**src/rtl/mc_pkg.sv**
```systemverilog
// Shared encodings for the multi-cycle sequencer: FSM states, opcode/funct values,
// datapath select codes and the decoded instruction class.
package mc_pkg;

  typedef enum logic [2:0] {
    StIf   = 3'd0,
    StId   = 3'd1,
    StExe  = 3'd2,
    StMem  = 3'd3,
    StWb   = 3'd4,
    StHalt = 3'd5
  } state_e;

  localparam logic [5:0] OpRtype = 6'b000000;
  localparam logic [5:0] OpAddi  = 6'b001000;
  localparam logic [5:0] OpOri   = 6'b001101;
  localparam logic [5:0] OpLw    = 6'b100011;
  localparam logic [5:0] OpSw    = 6'b101011;
  localparam logic [5:0] OpBeq   = 6'b000100;
  localparam logic [5:0] OpBne   = 6'b000101;
  localparam logic [5:0] OpJ     = 6'b000010;
  localparam logic [5:0] OpHalt  = 6'b111111;

  localparam logic [5:0] FnAdd = 6'b100000;
  localparam logic [5:0] FnSub = 6'b100010;
  localparam logic [5:0] FnAnd = 6'b100100;
  localparam logic [5:0] FnOr  = 6'b100101;
  localparam logic [5:0] FnSlt = 6'b101010;

  localparam logic [2:0] AluAdd = 3'd0;
  localparam logic [2:0] AluSub = 3'd1;
  localparam logic [2:0] AluAnd = 3'd2;
  localparam logic [2:0] AluOr  = 3'd3;
  localparam logic [2:0] AluSlt = 3'd4;

  localparam logic [1:0] PcAlu   = 2'd0;
  localparam logic [1:0] PcCache = 2'd1;
  localparam logic [1:0] PcJump  = 2'd2;

  localparam logic [1:0] SrcBReg   = 2'd0;
  localparam logic [1:0] SrcBFour  = 2'd1;
  localparam logic [1:0] SrcBImm   = 2'd2;
  localparam logic [1:0] SrcBImmSh = 2'd3;

  typedef struct packed {
    logic rtype;
    logic imm_arith;
    logic is_ori;
    logic load;
    logic store;
    logic branch;
    logic is_bne;
    logic jump;
    logic halt;
    logic illegal;
  } insn_class_t;

endpackage

```
**src/rtl/mc_decode.sv**
```systemverilog
// Combinational opcode/funct decode into an instruction class and the R-type ALU operation.
module mc_decode
  import mc_pkg::*;
(
  input  logic [5:0]  opcode,
  input  logic [5:0]  funct,
  output insn_class_t cls,
  output logic [2:0]  rtype_op
);

  always_comb begin
    cls = '0;
    case (opcode)
      OpRtype: cls.rtype = 1'b1;
      OpAddi:  cls.imm_arith = 1'b1;
      OpOri: begin
        cls.imm_arith = 1'b1;
        cls.is_ori    = 1'b1;
      end
      OpLw:    cls.load = 1'b1;
      OpSw:    cls.store = 1'b1;
      OpBeq:   cls.branch = 1'b1;
      OpBne: begin
        cls.branch = 1'b1;
        cls.is_bne = 1'b1;
      end
      OpJ:     cls.jump = 1'b1;
      OpHalt:  cls.halt = 1'b1;
      default: cls.illegal = 1'b1;
    endcase
  end

  // Unrecognised funct codes fall back to add.
  always_comb begin
    case (funct)
      FnSub:   rtype_op = AluSub;
      FnAnd:   rtype_op = AluAnd;
      FnOr:    rtype_op = AluOr;
      FnSlt:   rtype_op = AluSlt;
      default: rtype_op = AluAdd;
    endcase
  end

endmodule

```
**src/rtl/mc_ctrl.sv**
```systemverilog
// Multi-cycle IF/ID/EXE/MEM/WB sequencer with a memory-handshake watchdog that halts
// the core when a strobe is held too long without mem_ready.
module mc_ctrl
  import mc_pkg::*;
#(
  parameter int unsigned WAIT_MAX = 15
) (
  input  logic       clk,
  input  logic       rst,
  input  logic [5:0] opcode,
  input  logic [5:0] funct,
  input  logic       zero,
  input  logic       mem_ready,
  output logic       ir_we,
  output logic       ab_we,
  output logic       alu_cache_we,
  output logic       mdr_we,
  output logic       pc_we,
  output logic       reg_we,
  output logic [1:0] pc_src,
  output logic       alu_src_a,
  output logic [1:0] alu_src_b,
  output logic [2:0] alu_op,
  output logic       reg_dst,
  output logic       mem_to_reg,
  output logic       mem_rd,
  output logic       mem_wr,
  output logic       illegal_op,
  output logic       halted,
  output logic       mem_fault,
  output logic [2:0] state
);

  localparam int unsigned WdW = $clog2(WAIT_MAX + 1);

  state_e         state_q, state_d;
  logic [WdW-1:0] wdog_q, wdog_d, wdog_inc;
  logic           halted_q, fault_q;
  logic           timeout, strobe;
  insn_class_t    cls;
  logic [2:0]     rtype_op;

  mc_decode u_decode (
    .opcode   (opcode),
    .funct    (funct),
    .cls      (cls),
    .rtype_op (rtype_op)
  );

  assign wdog_inc = wdog_q + 1'b1;

  always_comb begin
    state_d      = state_q;
    ir_we        = 1'b0;
    ab_we        = 1'b0;
    alu_cache_we = 1'b0;
    mdr_we       = 1'b0;
    pc_we        = 1'b0;
    reg_we       = 1'b0;
    pc_src       = PcAlu;
    alu_src_a    = 1'b0;
    alu_src_b    = SrcBReg;
    alu_op       = AluAdd;
    reg_dst      = 1'b0;
    mem_to_reg   = 1'b0;
    mem_rd       = 1'b0;
    mem_wr       = 1'b0;
    illegal_op   = 1'b0;
    timeout      = 1'b0;
    // Outputs are held quiet while reset is asserted so strobes drop immediately.
    if (!rst) begin
      case (state_q)
        StIf: begin
          mem_rd    = 1'b1;
          alu_src_b = SrcBFour;
          if (mem_ready) begin
            ir_we   = 1'b1;
            pc_we   = 1'b1;
            state_d = StId;
          end
        end
        StId: begin
          ab_we        = 1'b1;
          alu_cache_we = 1'b1;
          alu_src_b    = SrcBImmSh;
          if (cls.halt) begin
            state_d = StHalt;
          end else if (cls.illegal) begin
            illegal_op = 1'b1;
            state_d    = StIf;
          end else begin
            state_d = StExe;
          end
        end
        StExe: begin
          state_d = StIf;
          if (cls.rtype) begin
            alu_src_a    = 1'b1;
            alu_op       = rtype_op;
            alu_cache_we = 1'b1;
            state_d      = StWb;
          end else if (cls.imm_arith) begin
            alu_src_a    = 1'b1;
            alu_src_b    = SrcBImm;
            alu_op       = cls.is_ori ? AluOr : AluAdd;
            alu_cache_we = 1'b1;
            state_d      = StWb;
          end else if (cls.load || cls.store) begin
            alu_src_a    = 1'b1;
            alu_src_b    = SrcBImm;
            alu_cache_we = 1'b1;
            state_d      = StMem;
          end else if (cls.branch) begin
            alu_src_a = 1'b1;
            alu_op    = AluSub;
            pc_src    = PcCache;
            pc_we     = cls.is_bne ? !zero : zero;
          end else if (cls.jump) begin
            pc_we  = 1'b1;
            pc_src = PcJump;
          end
        end
        StMem: begin
          state_d = StIf;
          if (cls.load) begin
            mem_rd  = 1'b1;
            state_d = StMem;
            if (mem_ready) begin
              mdr_we  = 1'b1;
              state_d = StWb;
            end
          end else if (cls.store) begin
            mem_wr  = 1'b1;
            state_d = mem_ready ? StIf : StMem;
          end
        end
        StWb: begin
          reg_we     = 1'b1;
          reg_dst    = cls.rtype;
          mem_to_reg = cls.load;
          state_d    = StIf;
        end
        StHalt: state_d = StHalt;
        default: state_d = StIf;
      endcase
    end
    strobe = mem_rd || mem_wr;
    if (strobe && !mem_ready && (wdog_inc == WdW'(WAIT_MAX))) begin
      timeout = 1'b1;
      state_d = StHalt;
    end
    if ((state_d != state_q) || mem_ready) begin
      wdog_d = '0;
    end else if (strobe) begin
      wdog_d = wdog_inc;
    end else begin
      wdog_d = wdog_q;
    end
  end

  always_ff @(posedge clk or posedge rst) begin
    if (rst) begin
      state_q  <= StIf;
      wdog_q   <= '0;
      halted_q <= 1'b0;
      fault_q  <= 1'b0;
    end else begin
      state_q  <= state_d;
      wdog_q   <= wdog_d;
      halted_q <= halted_q || (state_d == StHalt);
      fault_q  <= fault_q || timeout;
    end
  end

  assign halted    = halted_q;
  assign mem_fault = fault_q;
  assign state     = state_q;

endmodule

```
**config.mk**
```make
export PLATFORM = sky130hd
export DESIGN_NAME = mc_ctrl
export DESIGN_NICKNAME = d
export VERILOG_FILES = /design/src/rtl/mc_pkg.sv /design/src/rtl/mc_decode.sv /design/src/rtl/mc_ctrl.sv
export SDC_FILE = /design/constraint.sdc
export NUM_CORES = 1
export LEC_CHECK = 0
export ABC_AREA = 1
export CORE_MARGIN = 8
export CORE_UTILIZATION = 44
export CTS_CLUSTER_SIZE = 28
export DETAILED_ROUTE_END_ITERATION = 6
export PLACE_DENSITY = 0.79
export SLEW_MARGIN = 20
export SYNTH_ARGS = -nofsm -noshare
export SYNTH_HDL_FRONTEND = slang
export SYNTH_SLANG_ARGS = --single-unit
```
**constraint.sdc**
```tcl
create_clock -name clk -period 2.5 [get_ports clk]
set_clock_uncertainty 0.2 [all_clocks]
set_input_delay 0.625 -clock clk [delete_from_list [all_inputs] [get_ports clk]]
set_output_delay 0.625 -clock clk [all_outputs]
set_load 0.02 [all_outputs]
```
**Yosys cells after proc, flatten, opt, wreduce, memory -nomap -nowiden**

Cells that the tools add are included.

- Bits in registers: 9
- Latch bits: 0
- Bits in writable memories: 0
- Bits in read-only memories: 0
- Input bits: 16
- Output and inout port bits: 24
- Logic and storage cells: 129
- Memories kept: 0

- $add $sub $neg: 1
- Multiply operators: 0
- Divide/modulo/power cells: 0
- Order comparisons: 0
- Eq/ne operators: 20
- Shift-type cells: 0
- Multiplexer cells: 89
- Bitwise operators: 0
- Reductions and logical operators: 15

Operator list:

| cell | count |
|---|---|
| $mux 1 | 53 |
| $eq 6x6->1 const B | 7 |
| $mux 2 | 17 |
| $mux 3 | 11 |
| $pmux 3 s5 | 1 |
| $eq 6x3->1 const B | 2 |
| $eq 6x4->1 const B | 2 |
| $pmux 3 s4 | 1 |
| $eq 3x3->1 const B | 3 |
| $reduce_or 9->1 | 1 |
| $mux 4 | 2 |
| $eq 3x2->1 const B | 2 |
| $eq 6x2->1 const B | 1 |
| $logic_not 6->1 | 1 |
| $pmux 1 s2 | 3 |
| $pmux 2 s3 | 1 |
| $logic_or 1x1->1 | 5 |
| $add 4x1->4 const B | 1 |
| $eq 4x4->1 const B | 1 |
| $reduce_or 2->1 | 2 |
| $eq 3x1->1 const B | 1 |
| $logic_not 3->1 | 1 |
| $ne 3x3->1 | 1 |
| $logic_and 1x1->1 | 2 |
| 2 further kinds | 3 |

**Logic depth before layout (Yosys ltp)**

- Depth in word-level cells: 13
- Mapped depth: 16

**Cells and area by module**

Synthesis repeated with hierarchy kept, for this count alone.

- Cells, all modules: 210
- Area, all modules: 1237.4 um^2

Modules (own cells, without submodules):

| module | times used | cells an instance | area an instance (um^2) | sequential area each (um^2) |
|---|---|---|---|---|
| mc_ctrl | 1 | 147 | 977.2 | 225.2 |
| mc_decode | 1 | 63 | 260.2 | 0.0 |

**Least setup slack after synthesis**

No wires, ideal clock.

- Kind: input -> output
- Start: in funct[5]
- End: out alu_op[0]
- Arrival time: 1.704 ns
- Required time: 1.675 ns
- Path slack: -0.029 ns
- Stages on the path: 6
- Path through: inv_1 -> nor2_1 -> inv_1 -> nor4_1 -> nand2_1 -> a311oi_1

- Word-level cells in the longest chain between the ends: 5
- Elaborated cells between the ends (all ways): 8
- Classes of those cells: eq/ne (4); mux (4)

Ends and longest elaborated chain:

| what | line | source |
|---|---|---|
| start: declaration | mc_ctrl.sv:11 | `input logic [5:0] funct,` |
| $eq 6x6->1 | mc_decode.sv:35 | `case (funct)` |
| $pmux 3 s4 (*) | mc_decode.sv:35 |  |
| $mux 3 (*) | mc_ctrl.sv:97 | `if (cls.rtype) begin` |
| $mux 3 (*) | mc_ctrl.sv:72 | `case (state_q)` |
| $mux 3 (*) | mc_ctrl.sv:71 | `if (!rst) begin` |
| end: declaration | mc_ctrl.sv:23 | `output logic [2:0] alu_op,` |

Mark *: on every way between the ends. The rest lies on a longest branch, timed or not.

**Worst setup path in the final report**

- Start: in opcode[5]
- End: out alu_op[0]

- Word-level cells in the longest chain between the ends: 9
- Elaborated cells between the ends (all ways): 23
- Classes of those cells: eq/ne (6); mux (13); reduce/logical (4)

Ends and longest elaborated chain:

| what | line | source |
|---|---|---|
| start: declaration | mc_ctrl.sv:10 | `input logic [5:0] opcode,` |
| $eq 6x3->1 | mc_decode.sv:13 | `case (opcode)` |
| $reduce_or 2->1 (no source line) | -- |  |
| $mux 1 | mc_decode.sv:13 |  |
| $mux 1 | mc_ctrl.sv:113 | `end else if (cls.branch) begin` |
| $mux 1 | mc_ctrl.sv:108 | `end else if (cls.load \|\| cls.store) begin` |
| $mux 2 | mc_ctrl.sv:102 | `end else if (cls.imm_arith) begin` |
| $mux 3 (*) | mc_ctrl.sv:97 |  |
| $mux 3 (*) | mc_ctrl.sv:72 |  |
| $mux 3 (*) | mc_ctrl.sv:71 |  |

Marked as above.

==> metrics.yaml <==
antenna_violating_nets_post_route: 0
tritoncts.num_buffers: 3
cts-root-to-sink-buffers: 2
fillers: 154
cap_violations: 0
total_power_mw: 0.598
cp.arrival_ps: 1680
postCtsHoldBufs: 0
power.ir.vdd_worst_mv: 0.451
layout.cell_area.non_filler_um2: 1960
cts.root.buffer_cell: "clkbuf_4"
r2r_end: "wdog_q[1]"
timing.hold.worst_path_depth: 1
number_of_top_level_pins: 40
power.share.clock_pct: 18.4
hold_slack_ps: 282
dp_hpwl_um: 2930
critical_path_required_ps: 1670
grt_first_pass_wirelength_um: 6520
route.detailed.vias_per_inst: 5.05
p_sw_mw: 0.234
coreArea_um2: 2410
cp_cell_sequence: "buf_8 > nor2_4 > nand3_2 > nand2_4 > nor2_4 > a311oi_2 > buf_4"
startpoint_type: "input pin"
setup_viol: 1
grt_pass1_vias: 1479
p_leak_nw: 1.07
worst_path_most_repeated_cell: "nor2_4"
clock.fmax_ghz: 0.400
dieArea_um2: 4330
tightest_slew_ps: 309
htree_levels: 1
avgRoutedWirePerCell_um: 13.6
grt_usage_pct: 18.4
powerDensity_nw_per_um2: 305
fin_nets: 285
most_common_cell_after_layout_fill_and_taps_aside: "buf_4"
post_synth_inst_count: 175
min_from: "halted"
timing.final.hold_violations: 0
worstSkewPairLatency_ps: 260
initial_utilization_pct: 45.2
post_route_wl_um: 4030
clock-sinks: 9
ff2ff_setup_slack_ps: 360
postSynthRegisterBits: 9
worstRegToRegCells: 13
mappedNetlistNets: 193
routed-via-count: 1496
area.growth.synth_to_final_pct: 79.8
ys_warn_count: 0
pwr-share-comb_pct: 53.8
slew_headroom_pct: 79.3
crit_path_top_delay_cell: "nor2_4"
final_layout_size_suffix_gt1_share_pct: 52.6
mappedNetlistArea_um2: 1090
detail_route.drc_violations: 0
row_count: 18
top_library_cells_by_usage_in_the_layout_fill_and_taps_aside: "55 x buf_4, 34 x nand2_1, 23 x inv_1"
n_antenna_cell: 0
final-max-slew-violation-count: 0
final_min_period_over_clock_period_pct: 100
per_instance_average_area_after_synthesis_um2: 6.23
placement.cell_area_um2: 1840
switching_share_pct: 39.1
final_critical_path_required_period_ps: 2500
final.setup.worst_slack_ps: -2.07
chipHeight_um: 65.8
timing.hold.worst.class: "reg2reg"
worst-path-buf-inv: 2
clock_pin_slew_worst_setup_and_hold_paths_ps: 60
initialDrtViolationCount: 52
power.share.sequential_pct: 27.8
r2r-start: "state[1]"
power.internal_mw: 0.364
crit_path_max_fanout: 7
max_stage_delay_ps: 230
run_status: "complete, but fails checks"
synth_sequential_area_ratio_pct: 20.7
pin_count_of_the_biggest_net_entering_global_routing: 17
largest_delay_share_family_worst_path: "simple AND/OR/NAND/NOR gates"
grt_antenna_before_repair: 0
synth_cell_type_count: 28
grt_setup_unrepaired: "true"
failing_checks: "negative setup slack"
worstHoldEndpoint: "halted"
clock_tree_from_tritoncts: "yes"
path_class: "in2out"
port-buffer-count: 39
globalRoute.totalOverflow: 0
crit_path_end_kind: "output pin"
routabilityCongestion: 0.902
chipWidth_um: 65.8
drt_first_pass_iters: 4
## state kept, by name, indices dropped and copies added (netlist names)
register / count
wdog_q: 4
state: 3
halted: 1
mem_fault: 1
## cells in the mapped netlist (all sizes together)
cell | instances | area (um2)
inv | 32 | 128
nand3 | 16 | 113
nor3 | 7 | 40.0
a21oi | 2 | 10.0
dfrtp | 9 | 225
o211ai | 2 | 15.0
a311oi | 1 | 8.76
o21ai | 4 | 20.0
a31o | 2 | 17.5
ha | 2 | 25.0
a31oi | 1 | 6.26
nor4 | 1 | 6.26
nand2 | 51 | 234
xor2 | 4 | 35.0
buf | 2 | 16.3
nand4 | 3 | 25.0
nor2 | 36 | 165
## routing by layer
metal | vias up | global-route usage, % | share of wire [%]
met5 | - | 0 | 0
li1 | 728 | - | -
met2 | 50 | 33.7 | 53
met4 | 0 | 5.18 | 2.7
met1 | 708 | 20.2 | 39
met3 | 10 | 4.42 | 5.5
## per-stage QoR
stage	util, %	setup slack (ps)	TNS (ps)	cells
floorplan	-	16.6	0	175
global placement	76.3	-801	-13730	286
detailed placement	76.3	-917	-14790	286
CTS	80.8	-37.1	-37.1	295
global route	81.3	-47.2	-161	296
finish	81.3	-2.07	-2.07	296
## power by group through the flow
stage	clock network (mW)	registers [mW]	logic, mW
final	0.110	0.166	0.322
after global routing	0.126	0.167	0.348
after CTS	0.114	0.166	0.308
after detailed placement	0	0.168	0.300
after global placement	0	0.167	0.290
after floorplan	0	0.176	0.138
## logic make-up (layout without fill, tap and decap cells)
family / after synthesis / after routing / synth area share [%]
XOR/XNOR: 4 / 4 / 3.21
buffers and inverters: 34 / 125 / 13.2
AND/OR/NAND/NOR: 114 / 114 / 53.5
flip-flops: 9 / 9 / 20.7
AO/OA/AOI/OAI: 12 / 12 / 7.12
adder cells (fa/ha/maj): 2 / 2 / 2.30
## worst reg2reg max path: cells and delay by family, from the launching register on
| kind | cells | cell delay [ps] |
|---|---|---|
| buffers and inverters | 6 | 700 |
| AND/OR/NAND/NOR | 6 | 570 |
| flip-flops | 1 | 410 |
| AO/OA/AOI/OAI | 1 | 190 |
## worst max-delay path by stage
stage | start | end | slack [ps] | cells after the start
final | opcode[5] | alu_op[0] | -2 | 7
after global routing | opcode[5] | alu_op[0] | -50 | 7
after CTS | opcode[2] | alu_op[0] | -40 | 7
after detailed placement | funct[5] | alu_op[0] | -920 | 8
after global placement | opcode[0] | alu_op[0] | -800 | 8
after floorplan | rst | alu_op[2] | 20 | 6
## layout make-up
class | count | area [um2] | area share, %
flip-flops and latches | 9 | 225 | 11.5
repair buffers | 89 | 678 | 34.6
multi-input cells | 132 | 862 | 44.0
inverters | 32 | 130 | 6.64
well taps | 30 | 37.5 | 1.92
clock buffers | 4 | 26.3 | 1.34
## timing repair
action                     4_1_cts  5_1_grt
setup buffers                    5        1
setup endpoints to repair       23       14
resized for setup              138       33
pin swaps                       15        9
(Power assumes the default switching activity.)
